## config.mk

```make
export PLATFORM = sky130hd
export DESIGN_NAME = alu_cmd_sequencer_flat
export DESIGN_NICKNAME = d
export VERILOG_FILES = /design/src/rtl/alu_cmd_sequencer_if.sv /design/src/rtl/alu_cmd_sequencer.sv /design/src/flat_wrapper.sv
export SDC_FILE = /design/constraint.sdc
export NUM_CORES = 1
export LEC_CHECK = 0
export BUFFER_PORTS_ARGS = -buffer_cell sky130_fd_sc_hd__buf_2
export CORE_MARGIN = 5
export CORE_UTILIZATION = 50
export DETAILED_ROUTE_END_ITERATION = 8
export PLACE_DENSITY = 0.73
export SYNTH_ARGS = -nofsm -noshare
export SYNTH_HDL_FRONTEND = slang
export SYNTH_SLANG_ARGS = --single-unit
```

## constraint.sdc

```tcl
create_clock -name clk -period 2.1 [get_ports clk]
set_clock_uncertainty 0.15 [all_clocks]
set_input_delay 0.315 -clock clk [delete_from_list [all_inputs] [get_ports clk]]
set_output_delay 0.315 -clock clk [all_outputs]
set_load 0.01 [all_outputs]
```

## src/rtl/alu_cmd_sequencer_if.sv

```systemverilog
// Host/accumulator bus of the ALU command sequencer.
// The host side (table writes, start, accumulator readback) is the master.
interface alu_cmd_sequencer_if;
  logic       wr_en;
  logic [2:0] wr_addr;
  logic [6:0] wr_data;
  logic       start;
  logic [2:0] last_idx;
  logic [7:0] acc_q;
  logic [3:0] alu_a;
  logic [2:0] alu_select;
  logic       acc_clear;
  logic       acc_load;
  logic       busy;
  logic       done;
  logic [2:0] step;
  logic [7:0] result;
  logic [7:0] checksum;

  modport master (
    output wr_en, wr_addr, wr_data, start, last_idx, acc_q,
    input  alu_a, alu_select, acc_clear, acc_load, busy, done, step, result, checksum
  );

  modport slave (
    input  wr_en, wr_addr, wr_data, start, last_idx, acc_q,
    output alu_a, alu_select, acc_clear, acc_load, busy, done, step, result, checksum
  );
endinterface

```

## src/rtl/alu_cmd_sequencer.sv

```systemverilog
// Replays an 8-entry {select, operand} table into the ALU/accumulator and
// reports the final accumulator value plus an XOR checksum of every step.
//
// state   | meaning
// IDLE    | waiting for start; table writable
// CLEAR   | one-cycle accumulator clear
// SETUP   | table[step] driven, settle counter running
// LOAD    | accumulator load strobe
// CAPTURE | fold acc_q into checksum; advance or finish
// DONE    | one-cycle completion pulse; table writable
module alu_cmd_sequencer #(
  parameter int SETTLE_CYCLES = 2
) (
  input logic                 clk,
  input logic                 reset,
  alu_cmd_sequencer_if.slave  bus
);

  typedef enum logic [2:0] {IDLE, CLEAR, SETUP, LOAD, CAPTURE, DONE} state_t;

  localparam logic [3:0] SETTLE_LOAD = 4'(SETTLE_CYCLES - 1);

  state_t     state, state_nxt;
  logic [6:0] cmd_tbl [8];
  logic [3:0] settle_cnt;
  logic [2:0] step_q;
  logic [2:0] last_q;
  logic [7:0] result_q;
  logic [7:0] checksum_q;
  logic       tbl_we;
  logic       drive_cmd;
  logic       is_last;

  assign is_last = (step_q == last_q);

  always_comb begin
    state_nxt     = state;
    tbl_we        = 1'b0;
    drive_cmd     = 1'b0;
    bus.acc_clear = 1'b0;
    bus.acc_load  = 1'b0;
    bus.busy      = 1'b0;
    bus.done      = 1'b0;
    case (state)
      IDLE: begin
        tbl_we = bus.wr_en;
        if (bus.start) state_nxt = CLEAR;
      end
      CLEAR: begin
        bus.acc_clear = 1'b1;
        bus.busy      = 1'b1;
        state_nxt     = SETUP;
      end
      SETUP: begin
        drive_cmd = 1'b1;
        bus.busy  = 1'b1;
        if (settle_cnt == 4'd0) state_nxt = LOAD;
      end
      LOAD: begin
        drive_cmd    = 1'b1;
        bus.busy     = 1'b1;
        bus.acc_load = 1'b1;
        state_nxt    = CAPTURE;
      end
      CAPTURE: begin
        drive_cmd = 1'b1;
        bus.busy  = 1'b1;
        state_nxt = is_last ? DONE : SETUP;
      end
      DONE: begin
        bus.done  = 1'b1;
        tbl_we    = bus.wr_en;
        state_nxt = IDLE;
      end
      default: state_nxt = IDLE;
    endcase
  end

  assign bus.alu_a      = drive_cmd ? cmd_tbl[step_q][3:0] : 4'd0;
  assign bus.alu_select = drive_cmd ? cmd_tbl[step_q][6:4] : 3'd0;
  assign bus.step       = step_q;
  assign bus.result     = result_q;
  assign bus.checksum   = checksum_q;

  always_ff @(posedge clk) begin
    if (reset) begin
      state      <= IDLE;
      settle_cnt <= 4'd0;
      step_q     <= 3'd0;
      last_q     <= 3'd0;
      result_q   <= 8'd0;
      checksum_q <= 8'd0;
      for (int i = 0; i < 8; i++) cmd_tbl[i] <= 7'd0;
    end else begin
      state <= state_nxt;
      if (tbl_we) cmd_tbl[bus.wr_addr] <= bus.wr_data;

      // Reload on every entry into SETUP so each command gets the full settle time.
      if (state_nxt == SETUP && state != SETUP) settle_cnt <= SETTLE_LOAD;
      else if (state == SETUP)                 settle_cnt <= settle_cnt - 4'd1;

      if (state == IDLE && bus.start) begin
        last_q     <= bus.last_idx;
        step_q     <= 3'd0;
        checksum_q <= 8'd0;
      end

      if (state == CAPTURE) begin
        checksum_q <= checksum_q ^ bus.acc_q;
        if (is_last) begin
          result_q <= bus.acc_q;
          step_q   <= 3'd0;
        end else begin
          step_q <= step_q + 3'd1;
        end
      end
    end
  end

endmodule

```

## src/flat_wrapper.sv

```systemverilog
// flat-port wrapper written by rule: the top's interface ports become plain ports
module alu_cmd_sequencer_flat 
#(
  parameter int SETTLE_CYCLES = 2
)
  (clk, reset, bus_wr_en, bus_wr_addr, bus_wr_data, bus_start, bus_last_idx, bus_acc_q, bus_alu_a, bus_alu_select, bus_acc_clear, bus_acc_load, bus_busy, bus_done, bus_step, bus_result, bus_checksum);
  alu_cmd_sequencer_if bus_i ();
  input logic clk;
  input logic reset;
  input wire logic [$bits(bus_i.wr_en)-1:0] bus_wr_en;
  input wire logic [$bits(bus_i.wr_addr)-1:0] bus_wr_addr;
  input wire logic [$bits(bus_i.wr_data)-1:0] bus_wr_data;
  input wire logic [$bits(bus_i.start)-1:0] bus_start;
  input wire logic [$bits(bus_i.last_idx)-1:0] bus_last_idx;
  input wire logic [$bits(bus_i.acc_q)-1:0] bus_acc_q;
  output wire logic [$bits(bus_i.alu_a)-1:0] bus_alu_a;
  output wire logic [$bits(bus_i.alu_select)-1:0] bus_alu_select;
  output wire logic [$bits(bus_i.acc_clear)-1:0] bus_acc_clear;
  output wire logic [$bits(bus_i.acc_load)-1:0] bus_acc_load;
  output wire logic [$bits(bus_i.busy)-1:0] bus_busy;
  output wire logic [$bits(bus_i.done)-1:0] bus_done;
  output wire logic [$bits(bus_i.step)-1:0] bus_step;
  output wire logic [$bits(bus_i.result)-1:0] bus_result;
  output wire logic [$bits(bus_i.checksum)-1:0] bus_checksum;
  assign bus_i.wr_en = bus_wr_en;
  assign bus_i.wr_addr = bus_wr_addr;
  assign bus_i.wr_data = bus_wr_data;
  assign bus_i.start = bus_start;
  assign bus_i.last_idx = bus_last_idx;
  assign bus_i.acc_q = bus_acc_q;
  assign bus_alu_a = bus_i.alu_a;
  assign bus_alu_select = bus_i.alu_select;
  assign bus_acc_clear = bus_i.acc_clear;
  assign bus_acc_load = bus_i.acc_load;
  assign bus_busy = bus_i.busy;
  assign bus_done = bus_i.done;
  assign bus_step = bus_i.step;
  assign bus_result = bus_i.result;
  assign bus_checksum = bus_i.checksum;
  alu_cmd_sequencer #(.SETTLE_CYCLES(SETTLE_CYCLES)) u_core (.clk(clk), .reset(reset), .bus(bus_i));
endmodule
```

## Word level (Yosys, flattened, before mapping)

Memories as Yosys holds them, arrays and structs flattened. A register that Yosys moved wholly into a read port is not among the register bits.
Cells that the tools add are included.

- Bits of input ports: 25
- Memories kept: 1
- Word-level logic and storage cells: 60
- Memory bits (writable): 56
- Output and inout bits: 30
- Bits in registers: 29

Memories:

| memory | depth | bits a word | rd ports | clocked after memory_dff | wr ports | RTL line | RTL |
|---|---|---|---|---|---|---|---|
| u_core.cmd_tbl | 8 | 7 | 1 | 1 | 8 | alu_cmd_sequencer.sv:24 | `logic [6:0] cmd_tbl [8];` |

- Add/sub/neg operators: 2
- Bitwise operators: 1
- Muxes and demuxes: 29
- Equality and inequality tests: 8
- Reductions and logical operators: 12

Operator list:

| cell | number |
|---|---|
| 2-to-1 mux 3 bit | 10 |
| 2-to-1 mux 8 bit | 2 |
| case mux 3 bit (5 select lines) | 1 |
| 2-to-1 mux 1 bit | 14 |
| == test 3 x 2 -> 1 bit (second input constant) | 3 |
| XOR 8 bit | 1 |
| 2-to-1 mux 7 bit | 1 |
| OR reduction 7 bit | 1 |
| == test 3 bit (second input constant) | 2 |
| zero test 4 bit | 1 |
| 2-to-1 mux 4 bit | 1 |
| nonzero test 2 bit | 2 |
| OR reduction 2 bit | 2 |
| OR reduction 4 bit | 1 |
| subtractor 4 x 1 -> 4 bit (second input constant) | 1 |
| adder 3 x 1 -> 3 bit (second input constant) | 1 |
| == test 3 x 1 -> 1 bit (second input constant) | 1 |
| == test 3 bit | 1 |
| zero test 3 bit | 1 |
| != test 3 x 2 -> 1 bit (second input constant) | 1 |
| OR reduction 3 bit | 1 |
| logical AND 1 bit | 2 |
| AND reduction 2 bit | 1 |

## Logic depth before layout (Yosys ltp)

- Depth after elaboration: 8
- Gate-level depth with buffers: 5

## Worst setup path after synthesis

No wires, ideal clock.

- Path kind: reg2reg
- Start: reg u_core.state[1]
- End: mem u_core.cmd_tbl[7][0] (enable)
- Setup slack: 105 ps
- Data arrival time: 1522 ps
- Clock period less this slack: 1995 ps
- Required time: 1626 ps
- Cell stages (with the launch flop): 5
- Buffers on the path: 1
- Library setup time: 324 ps
- Path through: dfxtp_1 or3b_1 buf_2 nor4b_4 or2_1

RTL lines:

| what | RTL line | RTL |
|---|---|---|
| from (decl) | alu_cmd_sequencer.sv:23 | `state_t state, state_nxt;` |
| from (signal assigned) | alu_cmd_sequencer.sv:95 | `state <= state_nxt;` |
| to (decl) | alu_cmd_sequencer.sv:24 |  |

==> results.py <==
metrics = {
    "setup_path": {
        "setup.worst_path.end_class": "output port",
        "worstPathCellList": "buf_12, mux4_2, mux2i_1, nor2_1, buf_2",
        "slowest_delay_ns": 0.54,
        "cp_top_family": "multiplexers",
        "slowest_stage": "mux4_2",
        "cp.arrival_ns": 1.82,
        "path_class": "register to output port",
        "path_max_fanout": 7,
        "critPathLaunchType": "register",
        "path_buf_inv": 2,
        "cp.required_ns": 1.63,
    },
    "synth": {
        "syn-num-nets": 364,
        "synth_cell_type_count": 42,
        "syn_inst": 337,
        "synth_edf_count": 56,
        "avgSynthCellArea_um2": 12.43,
        "ys_seq_elements": 88,
        "synth_ff_type": "edfxtp_1",
        "synth_area_um2": 4188,
        "yosys_warnings": 0,
        "yosysSeqAreaShare": 0.5545,
        "async_reset_ff_frac": 0,
    },
    "power_and_ir_drop": {
        "power_leakage_nw": 1.966,
        "p_per_area_nw_per_um2": 735.9,
        "peakVddDrop_mv": 0.3922,
        "power_mw": 3.684,
    },
    "clock_tree": {
        "clockRootBuffer": "clkbuf_8",
        "clkTransAtPathRegs_ns": 0.08,
        "clock_sinks": 88,
        "htreeDepth": 3,
        "cts_buffers": 9,
        "clk_latency_ns": 0.35,
        "cts_max_path_buffers": 2,
        "tritoncts": "built",
    },
    "floorplanning": {
        "core.rowCount": 33,
        "die-width_um": 101.5,
        "core_area_um2": 8175,
        "dieArea_um2": 10310,
        "io_pins": 55,
        "fp.dieH_um": 101.5,
        "start_util": 0.5122,
    },
    "routing": {
        "drt_wl_total_um": 8991,
        "first_iter_violations": 116,
        "viasPerCell": 5.453,
        "wire_per_inst_um": 17.32,
        "dr.pass1.iters": 4,
        "via_count": 2830,
        "drc": 0,
        "drtAntennaViolNets": 0,
    },
    "sta": {
        "setup_viol": 7,
        "rsz0062_at_grt": "true",
        "worst_slack_ns": -0.1836,
        "fin_crit_sh": 1.087,
        "slew_viol_final": 0,
        "fmax_mhz": 437.9,
        "hold_violations": 0,
        "relSlewSlack": 0.6485,
        "worstMarginPinSlew_ns": 0.5254,
        "min_period_ns": 2.284,
    },
    "global_routing": {
        "grt-ovfl-total": 0,
        "grt_pass1_wl_um": 14450,
        "antenna_found_initial": 0,
        "grt_max_degree": 21,
        "grt_use_total": 0.1858,
        "grt_pass1_vias": 2862,
    },
    "layout": {
        "fill_cells": 644,
        "postLayoutCoreUtil": 0.6123,
        "diodes": 0,
        "fin_nets": 436,
        "final-seq-area_um2": 2331,
        "syn_to_final_growth_pct": 19.54,
        "multiInputGateArea_um2": 1773,
        "drive_gt1_frac": 0.3019,
    },
    "place": {
        "gp_congestion": 0.8122,
        "hpwlAfterDp_um": 6464,
        "portBuffers": 54,
    },
    "run": {
        "drv_cap": 0,
    },
    "hold_path": {
        "hp-class": "input pin to register",
    },
    "run_status": {
        "status": "finished, violations left",
        "violations": "setup timing",
    },
}
[registers in the layout (all words and copies together) (netlist names), named ones only]
name / flops
u_core.bus.checksum: 8
u_core.settle_cnt: 4
u_core.bus.step: 3
u_core.cmd_tbl: 56
u_core.bus.result: 8
u_core.last_q: 3
u_core.state: 3
[synth_stat cells (2+ instances only)]
library cell / number / share of area
and2_1: 57 / 0.085
edfxtp_1: 56 / 0.40
dfxtp_1: 32 / 0.15
nand2_1: 26 / 0.023
mux2i_1: 15 / 0.036
a21oi_1: 14 / 0.017
mux4_2: 14 / 0.075
inv_1: 13 / 0.012
nor2_1: 12 / 0.011
o21ai_0: 11 / 0.013
clkbuf_1: 9 / 0.0081
or3_1: 8 / 0.012
buf_2: 5 / 0.0060
nand2b_1: 5 / 0.0075
or2_1: 5 / 0.0075
nor4_4: 4 / 0.020
nor4b_4: 4 / 0.023
or2_2: 4 / 0.0060
xor2_1: 4 / 0.0084
nand3_1: 3 / 0.0036
nor2b_1: 3 / 0.0045
o311ai_0: 3 / 0.0063
o41ai_1: 3 / 0.0063
a31oi_1: 2 / 0.0030
ha_1: 2 / 0.0060
nor3b_1: 2 / 0.0036
nor4_1: 2 / 0.0030
nor4b_1: 2 / 0.0042
o21a_1: 2 / 0.0036
o31ai_1: 2 / 0.0036
or3b_1: 2 / 0.0042
[repair_timing]
| action | CTS | global route |
|---|---|---|
| gates resized for setup | 7 | 3 |
| hold buffers | 0 | 0 |
| setup endpoints to repair | 8 | 9 |
| buffers inserted | 0 | 0 |
| gates cloned | 1 | 0 |
| pin swaps | 1 | 2 |
[per-layer routing]
layer  up-vias  track usage  routed length, µm
met5         -            0                  0
met2        68       0.3249               4581
met1      1387       0.2334               3855
li1       1364            -                  -
met3        11      0.02961                416
met4         0      0.06646                138
[placed cells by master, fill, tap and decap left out, types with 3 or more instances in the layout]
master	synthesis	layout
or3_1	8	8
o311ai_0	3	3
xor2_1	4	4
buf_2	5	54
nor4_4	4	4
mux4_2	14	14
dfxtp_1	32	29
nand3_1	3	3
nor4b_4	4	4
or2_1	5	5
nor2b_1	3	3
buf_4	1	19
or2_2	4	4
nor2_1	12	12
mux2i_1	15	14
o41ai_1	3	3
edfxtp_1	56	56
clkbuf_16	0	3
clkbuf_8	0	9
o21ai_0	11	11
and2_1	57	57
nand2b_1	5	5
a21oi_1	14	13
inv_1	13	13
nand2_1	26	26
buf_12	0	3
[worst min-delay path: cells and delay by family]
kind | cells | cell delay [ns]
buf+inv | 1 | 0.09
compound gates | 1 | 0.05
simple gates | 1 | 0.04
[metrics by stage]
step                hold WS (ns)  cell area [µm²]  cells  TNS (ns)  setup slack, ns
global route             0.04627             5006    519    -1.399          -0.2296
detailed placement        0.2966             4728    502  -0.05414         -0.05414
global placement          0.2900             4728    502  -0.01729         -0.01729
finish                   0.04248             5006    519   -0.9588          -0.1836
CTS                      0.03023             4999    519    -1.060          -0.1933
floorplan                 0.2959             4188    337         0           0.1047
[power by group]
group	internal, mW	total, mW	switching [mW]
Clock	0.654	1.26	0.605
Sequential	1.91	1.96	0.0468
Combinational	0.194	0.466	0.272
[cell families (layout without fill, tap and decap cells)]
logic type,Yosys count,after routing,share of synthesized area
AOI/OAI and AO/OA,40,40,0.05826
buffers and inverters,29,106,0.02838
muxes,29,29,0.1111
DFF,88,88,0.5545
and+or+nand+nor,144,144,0.2268
adders and majority gates,2,2,0.005975
xor gates and xnor gates,5,5,0.01494
[layout make-up]
type | count | share of cell area
clock buffers | 14 | 0.04124
clock inverters | 2 | 0.002999
inverters | 13 | 0.009748
multi-input cells | 220 | 0.3542
flip-flops and latches | 88 | 0.4656
well taps | 105 | 0.02624
repair buffers | 77 | 0.09998
[final timing paths]
kind,start,to,slack [ns],cells after the start
max reg2reg,u_core.state[1]$_SDFF_PP0_,u_core.cmd_tbl[7][4]$_SDFFCE_PN0P_,0.13,4
min,bus_last_idx[0],u_core.last_q[0]$_SDFFE_PP0P_,0.04,3
max,register,bus_alu_a[0],-0.18,5
min reg2reg,u_core.bus.result[4]$_SDFFE_PP0P_,u_core.bus.result[4]$_SDFFE_PP0P_,0.31,2
(Power assumes the default switching activity.)
